==> src/rtl/scale_pkg.sv <==
// Shared types for the scale controller: scale codes, FSM states, and the
// button cycle order.
package scale_pkg;

  localparam int unsigned SCALE_W  = 2;
  localparam int unsigned HCOUNT_W = 11;
  localparam int unsigned VCOUNT_W = 10;

  typedef enum logic [SCALE_W-1:0] {
    SCALE_1X = 2'b00,
    SCALE_2X = 2'b11,
    SCALE_4X = 2'b10
  } scale_t;

  typedef enum logic [1:0] {
    ST_IDLE   = 2'b00,
    ST_PEND   = 2'b01,
    ST_COMMIT = 2'b10
  } state_t;

  // Button cycle order 1x -> 2x -> 4x -> 1x
  function automatic scale_t next_scale(input scale_t cur);
    case (cur)
      SCALE_1X: return SCALE_2X;
      SCALE_2X: return SCALE_4X;
      default:  return SCALE_1X;
    endcase
  endfunction

endpackage

==> src/rtl/btn_debounce.sv <==
// Button conditioning: 2-flop synchronizer, optional debounce filter
// (SCALE_CTRL_DEBOUNCE_EN), and rising-edge detect of the conditioned level.
module btn_debounce #(
  parameter int unsigned DB_CYCLES = 371250
) (
  input  logic clk,
  input  logic rst_n,
  input  logic btn,
  output logic rise_c
);

  logic sync_meta;
  logic sync_q;
  logic level;
  logic level_d;

  // Two-stage synchronizer for the asynchronous button level
  always_ff @(posedge clk or negedge rst_n) begin
    if (!rst_n) begin
      sync_meta <= 1'b0;
      sync_q    <= 1'b0;
    end else begin
      sync_meta <= btn;
      sync_q    <= sync_meta;
    end
  end

`ifdef SCALE_CTRL_DEBOUNCE_EN
  localparam int unsigned CNT_W = (DB_CYCLES > 1) ? $clog2(DB_CYCLES) : 1;

  logic [CNT_W-1:0] cnt;

  // Accept a new level only after it has been stable for DB_CYCLES cycles
  always_ff @(posedge clk or negedge rst_n) begin
    if (!rst_n) begin
      level <= 1'b0;
      cnt   <= '0;
    end else if (sync_q == level) begin
      cnt <= '0;
    end else if (cnt == CNT_W'(DB_CYCLES - 1)) begin
      level <= sync_q;
      cnt   <= '0;
    end else begin
      cnt <= cnt + CNT_W'(1);
    end
  end
`else
  assign level = sync_q;
`endif

  // Previous conditioned level for edge detection
  always_ff @(posedge clk or negedge rst_n) begin
    if (!rst_n) begin
      level_d <= 1'b0;
    end else begin
      level_d <= level;
    end
  end

  assign rise_c = level & ~level_d;

endmodule

==> src/rtl/scale_ctrl.sv <==
// Scale controller: collects button / forced scale requests and commits the
// pending scale exactly at the frame boundary so a new scale starts cleanly
// on the next frame. Optional debounce via SCALE_CTRL_DEBOUNCE_EN.
module scale_ctrl
  import scale_pkg::*;
#(
  parameter int unsigned H_TOTAL   = 1650,
  parameter int unsigned V_TOTAL   = 750,
  parameter int unsigned DB_CYCLES = 371250
) (
  input  logic                clk_in,
  input  logic                rst_n_in,
  input  logic                btn_in,
  input  logic                force_valid_in,
  input  logic [SCALE_W-1:0]  force_scale_in,
  output logic                force_ready_out,
  input  logic [HCOUNT_W-1:0] hcount_in,
  input  logic [VCOUNT_W-1:0] vcount_in,
  output logic [SCALE_W-1:0]  scale_out,
  output logic                scale_changed_out,
  output logic                err_out,
  output logic                busy_out
);

  state_t state;
  scale_t pending;

  logic   rise_c;
  logic   xfer_c;
  logic   illegal_c;
  logic   boundary_c;
  logic   take_c;
  scale_t base_c;
  scale_t update_c;

  btn_debounce #(
    .DB_CYCLES (DB_CYCLES)
  ) u_btn_debounce (
    .clk    (clk_in),
    .rst_n  (rst_n_in),
    .btn    (btn_in),
    .rise_c (rise_c)
  );

  // Request arbitration: a force transfer always beats a button event
  always_comb begin
    xfer_c     = force_valid_in && force_ready_out;
    illegal_c  = (force_scale_in == 2'b01);
    boundary_c = (hcount_in == HCOUNT_W'(H_TOTAL - 1)) &&
                 (vcount_in == VCOUNT_W'(V_TOTAL - 1));
    base_c     = (state == ST_IDLE) ? scale_t'(scale_out) : pending;
    update_c   = base_c;
    take_c     = 1'b0;
    if (xfer_c) begin
      if (!illegal_c) begin
        update_c = scale_t'(force_scale_in);
        take_c   = 1'b1;
      end
    end else if (rise_c) begin
      update_c = next_scale(base_c);
      take_c   = 1'b1;
    end
  end

  // Control FSM with registered outputs
  always_ff @(posedge clk_in or negedge rst_n_in) begin
    if (!rst_n_in) begin
      state             <= ST_IDLE;
      pending           <= SCALE_1X;
      scale_out         <= SCALE_1X;
      scale_changed_out <= 1'b0;
      err_out           <= 1'b0;
      busy_out          <= 1'b0;
      force_ready_out   <= 1'b1;
    end else begin
      scale_changed_out <= 1'b0;
      err_out           <= xfer_c && illegal_c;
      case (state)
        ST_IDLE: begin
          // A request taken on the boundary itself waits for the next one
          if (take_c) begin
            pending  <= update_c;
            state    <= ST_PEND;
            busy_out <= 1'b1;
          end
        end
        ST_PEND: begin
          if (take_c) begin
            pending <= update_c;
          end
          if (boundary_c) begin
            scale_out         <= update_c;
            scale_changed_out <= 1'b1;
            state             <= ST_COMMIT;
            force_ready_out   <= 1'b0;
          end
        end
        ST_COMMIT: begin
          state           <= ST_IDLE;
          busy_out        <= 1'b0;
          force_ready_out <= 1'b1;
        end
        default: begin
          state           <= ST_IDLE;
          busy_out        <= 1'b0;
          force_ready_out <= 1'b1;
        end
      endcase
    end
  end

endmodule

==> config.mk <==
export PLATFORM = sky130hd
export DESIGN_NAME = scale_ctrl
export DESIGN_NICKNAME = d
export VERILOG_FILES = /design/src/rtl/scale_pkg.sv /design/src/rtl/btn_debounce.sv /design/src/rtl/scale_ctrl.sv
export SDC_FILE = /design/constraint.sdc
export NUM_CORES = 1
export LEC_CHECK = 0
export BUFFER_PORTS_ARGS = -buffer_cell sky130_fd_sc_hd__buf_4
export CELL_PAD_IN_SITES_DETAIL_PLACEMENT = 1
export CELL_PAD_IN_SITES_GLOBAL_PLACEMENT = 2
export CORE_ASPECT_RATIO = 1.25
export CORE_MARGIN = 2
export CORE_UTILIZATION = 25
export CTS_CLUSTER_SIZE = 28
export DETAILED_ROUTE_END_ITERATION = 12
export GPL_TIMING_DRIVEN = 1
export PLACE_DENSITY = 0.74
export REMOVE_ABC_BUFFERS = 1
export SETUP_SLACK_MARGIN = 0.05
export SYNTH_ARGS = -nofsm -noshare
export SYNTH_HDL_FRONTEND = slang
export SYNTH_HIERARCHICAL = 1
export SYNTH_SLANG_ARGS = --single-unit
==> constraint.sdc <==
create_clock -name clk_in -period 1.9 [get_ports clk_in]
set_clock_uncertainty 0.05 [all_clocks]
set_input_delay 0.19 -clock clk_in [delete_from_list [all_inputs] [get_ports clk_in]]
set_output_delay 0.19 -clock clk_in [all_outputs]
set_load 0.05 [all_outputs]
## Yosys cells after proc, flatten, opt, wreduce, memory -nomap -nowiden

Cells that the tools add are included.

- Equal/unequal tests: 7
- Bitwise operators: 4
- Reductions and logical operators: 11
- Multiplexer cells: 17

Operators by type and width:

| operator | number |
|---|---|
| $mux W2 | 6 |
| $eq A11 B11 Y1 const B | 1 |
| $eq A10 B10 Y1 const B | 1 |
| $reduce_and A2 Y1 | 5 |
| $pmux W2 S2 | 2 |
| $mux W1 | 7 |
| $eq A2 B1 Y1 const B | 2 |
| $logic_not A2 Y1 | 2 |
| $ne A2 B2 Y1 const B | 2 |
| $pmux W1 S2 | 2 |
| $logic_and A1 B1 Y1 | 3 |
| $not A1 Y1 | 3 |
| $eq A2 B2 Y1 const B | 1 |
| $reduce_or A2 Y1 | 1 |
| $and A1 B1 Y1 | 1 |

- Register bits after elaboration: 13
- Logic and storage cells: 49
- Input bits: 27
- Output and inout port bits: 6

## Logic depth before layout (Yosys ltp)

- Word-level depth: 6
- Depth in mapped cells: 6
- Gate-level depth less buffers: 6

## Modules after synthesis

Netlist, hierarchy kept.

Modules (own cells, without submodules):

| module | area an instance (µm²) | cells each | times used |
|---|---|---|---|
| scale_ctrl | 565.5 | 51 | 1 |
| btn_debounce | 88.8 | 4 | 1 |

## Worst setup path before layout

OpenSTA, ideal clock, no wires.

- Kind: flip-flop to flip-flop
- From: reg scale_out[1]
- To: reg scale_out[1]
- Period minus slack after synthesis: 1841 ps
- Data arrival time: 1664 ps
- Cell stages (with the launch flop): 7
- Path buffers: 0
- Setup time: 128 ps
- Data required time: 1722 ps
- Slack: 59 ps
- Cells stage by stage: dfrtp_1 > nor3b_1 > nor2_1 > ha_1 > nand3b_1 > nand3_1 > mux2_1

- Word-level cells in the longest chain between the ends: 5

RTL lines:

| element | line | text |
|---|---|---|
| start: declaration | scale_ctrl.sv:19 | `output logic [SCALE_W-1:0] scale_out,` |
| start signal: assignment | scale_ctrl.sv:92 | `scale_out <= update_c;` |
| $mux W2 (*) | scale_ctrl.sv:51 | `base_c = (state == ST_IDLE) ? scale_t'(scale_out) : pending;` |
| $eq A2 B2 Y1 / $logic_not A2 Y1 (equally long branches) | scale_pkg.sv:23 | `case (cur)` |
| $pmux W2 S2 | scale_pkg.sv:23 |  |
| $mux W2 | scale_ctrl.sv:59 | `end else if (rise_c) begin` |
| $mux W2 (*) | scale_ctrl.sv:54 | `if (xfer_c) begin` |

Every way passes the cells marked *; elsewhere a longest branch is shown, timed or not.
A chain may end at the register's enable or synchronous reset.

## Worst setup path after layout

- From: reg state[0]
- To: reg pending[0]

- Word-level cells in the longest chain between the ends: 6

RTL lines:

| element | line | text |
|---|---|---|
| start: declaration | scale_ctrl.sv:25 | `state_t state;` |
| start signal: assignment | scale_ctrl.sv:68 | `state <= ST_IDLE;` |
| start signal: assignment | scale_ctrl.sv:83 | `state <= ST_PEND;` |
| start signal: assignment | scale_ctrl.sv:94 | `state <= ST_COMMIT;` |
| $logic_not A2 Y1 | scale_ctrl.sv:51, scale_ctrl.sv:78 |  |
| $mux W2 | scale_ctrl.sv:51 |  |
| $eq A2 B2 Y1 / $logic_not A2 Y1 (equally long branches) | scale_pkg.sv:23 |  |
| $pmux W2 S2 | scale_pkg.sv:23 |  |
| $mux W2 | scale_ctrl.sv:59 |  |
| $mux W2 | scale_ctrl.sv:54 |  |
| end signal: assignment | scale_ctrl.sv:82 | `pending <= update_c;` |
| end signal: assignment | scale_ctrl.sv:89 | `pending <= update_c;` |
| end: declaration | scale_ctrl.sv:26 | `scale_t pending;` |

Parallel ways exist; a longest one is shown, timed or not.

==> summary.md <==
| Metric | Value |
|---|---|
| Status | `finished clean` |
| Num CTS Buffers | `3` |
| Tmin final | `1.716 ns` |
| Period Utilization, post-route | `90.30%` |
| CTS max path bufs | `2` |
| Die Footprint | `3045 sq um` |
| Final Hold Vio Count | `0` |
| Synth top area share | `45.89%` |
| Kind of critical path | `reg -> reg` |
| Gr usage total | `11.92%` |
| Cells after DPL | `123` |
| Worst setup SP type | `flip-flop` |
| Synth Cell Area | `654.4 sq um` |
| Yosys cell types | `28` |
| Router iterations before antenna repair | `4` |
| Leak Pwr | `0.5300 nW` |
| Total of max-cap violations | `0` |
| Final net count | `125` |
| Worst slew pin tran | `0.3860 ns` |
| Initial antenna violation count | `0` |
| Post-Layout Cell Count | `129` |
| CTS sink cnt | `13` |
| Seq/Total Area, Yosys | `49.90%` |
| Synthesis-to-layout area growth | `54.30%` |
| CTS tree | `yes` |
| Initial DRC Count | `3` |
| Final WL | `1660 microns` |
| Power per cell area | `632.3 nW/um^2` |
| Rel. slew slack | `74.07%` |
| Final setup TNS | `0 ns` |
| H-tree Lvls | `1` |
| PortBufs | `32` |
| Peak supply drop | `0.3411 mV` |
| Worst min-delay path category | `in -> reg` |
| Final GP Congestion | `0.6880` |
| Net Sw Frac | `24.85%` |
| # diodes | `0` |
| Io pins | `33` |
| CP Capture Type | `flip-flop` |
| # rows | `20` |
| Setup violations, final | `0` |
| Mean Syn Cell Area | `11.90 sq um` |
| Global-route wire length before repair | `2753 microns` |
| Internal Power | `0.4798 mW` |
| Die H | `61.20 microns` |
| Worst EP required | `2.06 ns` |
| Cell taking the most area after synthesis | `dfrtp_1` |
| Vias in the first global route | `603` |
| Via density | `4.558` |
| Crit path arrival time | `1.88 ns` |
| Post-synth EDFFs | `0` |
| Core ar. | `2452 sq um` |
| Initial Utilization | `26.68%` |
| Ys async rst share | `100.0%` |
| Routed vias | `588` |
| Grt ovf | `0` |
| Combinational share of power | `25.0%` |
| CP max FO | `4` |
| Clock root cell | `clkbuf_4` |
| Synth top area cells | `dfrtp_1, dfstp_2, nand4b_1` |
| Post-Synthesis Cells | `55` |
| DRT antenna net count | `0` |
| Clk_lat worst skew | `0.27 ns` |
| Ys Warns | `6` |
| Main synth FF type | `dfrtp_1` |
| #FFs+latches synth | `13` |
| RSZ-0062 raised after global routing | `yes` |
| Share of cells above drive strength 1 | `48.96%` |
| Pin count of the biggest net entering global routing | `14` |
| Switch Pwr | `0.1587 mW` |
| Die W | `49.76 microns` |
| Slew Limit Fails | `0` |
| Fillers | `303` |
| Clock transition at path regs | `0.08 ns` |
| Fmax | `0.5829 GHz` |
| Drt drc | `0` |
| Sequential Power Share | `49.0%` |
| Post-DP HPWL | `1368 microns` |
| WL/cell | `12.87 microns` |
| Clock power share | `26.0%` |
-- per-layer routing --
metal	vias up	GRT usage [%]	routed length (microns)
met2	22	23.24	941
met4	0	4.762	0
met1	279	11.76	573
met5	-	0	0
met3	0	3.883	145
li1	287	-	-
-- cell usage in the layout (no fill, tap or decap), types with 2 or more instances in the layout --
cell,instances
buf_4,35
dfrtp_1,12
nor2_1,4
nand4b_1,3
inv_1,3
o22ai_1,3
clkbuf_4,3
nand2_1,2
nor3_1,2
o21a_1,2
nand3_1,2
mux2_1,2
mux2_2,2
dlygate4sd3_1,2
-- area by class of cell --
class	instances	area (sq um)	area share, %
tap	33	41.29	4.089
clock buffer	4	26.28	2.602
timing repair buffer	37	282.8	28.00
sequential	13	326.6	32.34
inverter	3	11.26	1.115
multi-input combinational	39	321.6	31.85
-- flip-flops by register name, summed over array words and instances, names as in the netlist --
register                  cells
u_btn_debounce/sync_meta      1
err_out                       1
state                         2
force_ready_out               1
scale_out                     2
scale_changed_out             1
pending                       2
busy_out                      1
u_btn_debounce/level          1
u_btn_debounce/level_d        1
-- metrics by stage --
step | hold WS [ns] | worst slack [ns] | cell area, sq um | power (mW) | util [%]
after floorplan | -0.1556 | 0.05853 | 654.4 | 0.4064 | -
final | 0.1857 | 0.1843 | 1010 | 0.6385 | 41.17
after detailed placement | -0.006666 | 0.1191 | 958.4 | 0.4783 | 39.08
after global routing | 0.1818 | 0.03093 | 1010 | 0.6873 | 41.17
after CTS | 0.1731 | 0.1683 | 1005 | 0.6505 | 40.97
after global placement | -0.006857 | 0.1308 | 958.4 | 0.4749 | 39.08
-- critical path, cell delays in order (launching register included) --
cell and delay, ns:
dfrtp_1 0.43, nor2_1 0.15, mux2i_1 0.27, ha_1 0.18, nor2b_1 0.05, a221oi_1 0.33
mux2_2 0.21
-- synthesized netlist by cell type (all sizes together) (2+ instances only) --
library cell and count:
dfrtp 12, mux2 4, nand4b 4, nor2 4
inv 3, nor3b 3, o22ai 3, and3 2
nand2 2, nand3 2, nor2b 2, nor3 2
o21a 2
-- final timing paths --
path | startpoint | to | slack [ns] | cells past startpoint
min in group asynchronous | rst_n_in | err_out | 0.24 | 2
max in group asynchronous | rst_n_in | force_ready_out | 1.32 | 2
min reg2reg | u_btn_debounce/sync_meta | u_btn_debounce/level | 0.31 | 0
min | force_scale_in[1] | err_out | 0.19 | 3
max | state[0] | pending[0] | 0.18 | 6
max reg2reg | state[0] | pending[0] | 0.18 | 6
-- logic make-up after synthesis --
family,after synthesis,share of synthesized area [%]
buffers and inverters,3,1.721
AOI/OAI and AO/OA,8,8.413
DFF,13,49.91
muxes,5,8.413
adders and majority gates,1,1.912
and+or+nand+nor,25,29.64
-- power by group through the flow --
stage               sequential (mW)  combinational [mW]  clock, mW
finish                        0.313               0.160      0.166
global route                  0.316               0.184      0.188
CTS                           0.313               0.163      0.174
detailed placement            0.319               0.160          0
global placement              0.319               0.156          0
floorplan                     0.315              0.0917          0
-- what timing repair did --
item                       in CTS  in global routing
buffers inserted                0                  0
setup endpoints to repair       0                  2
hold buffers                    2                  0
hold endpoints to repair       14                  0
resized for setup               0                  1
Power figures use the tool's default switching activity.
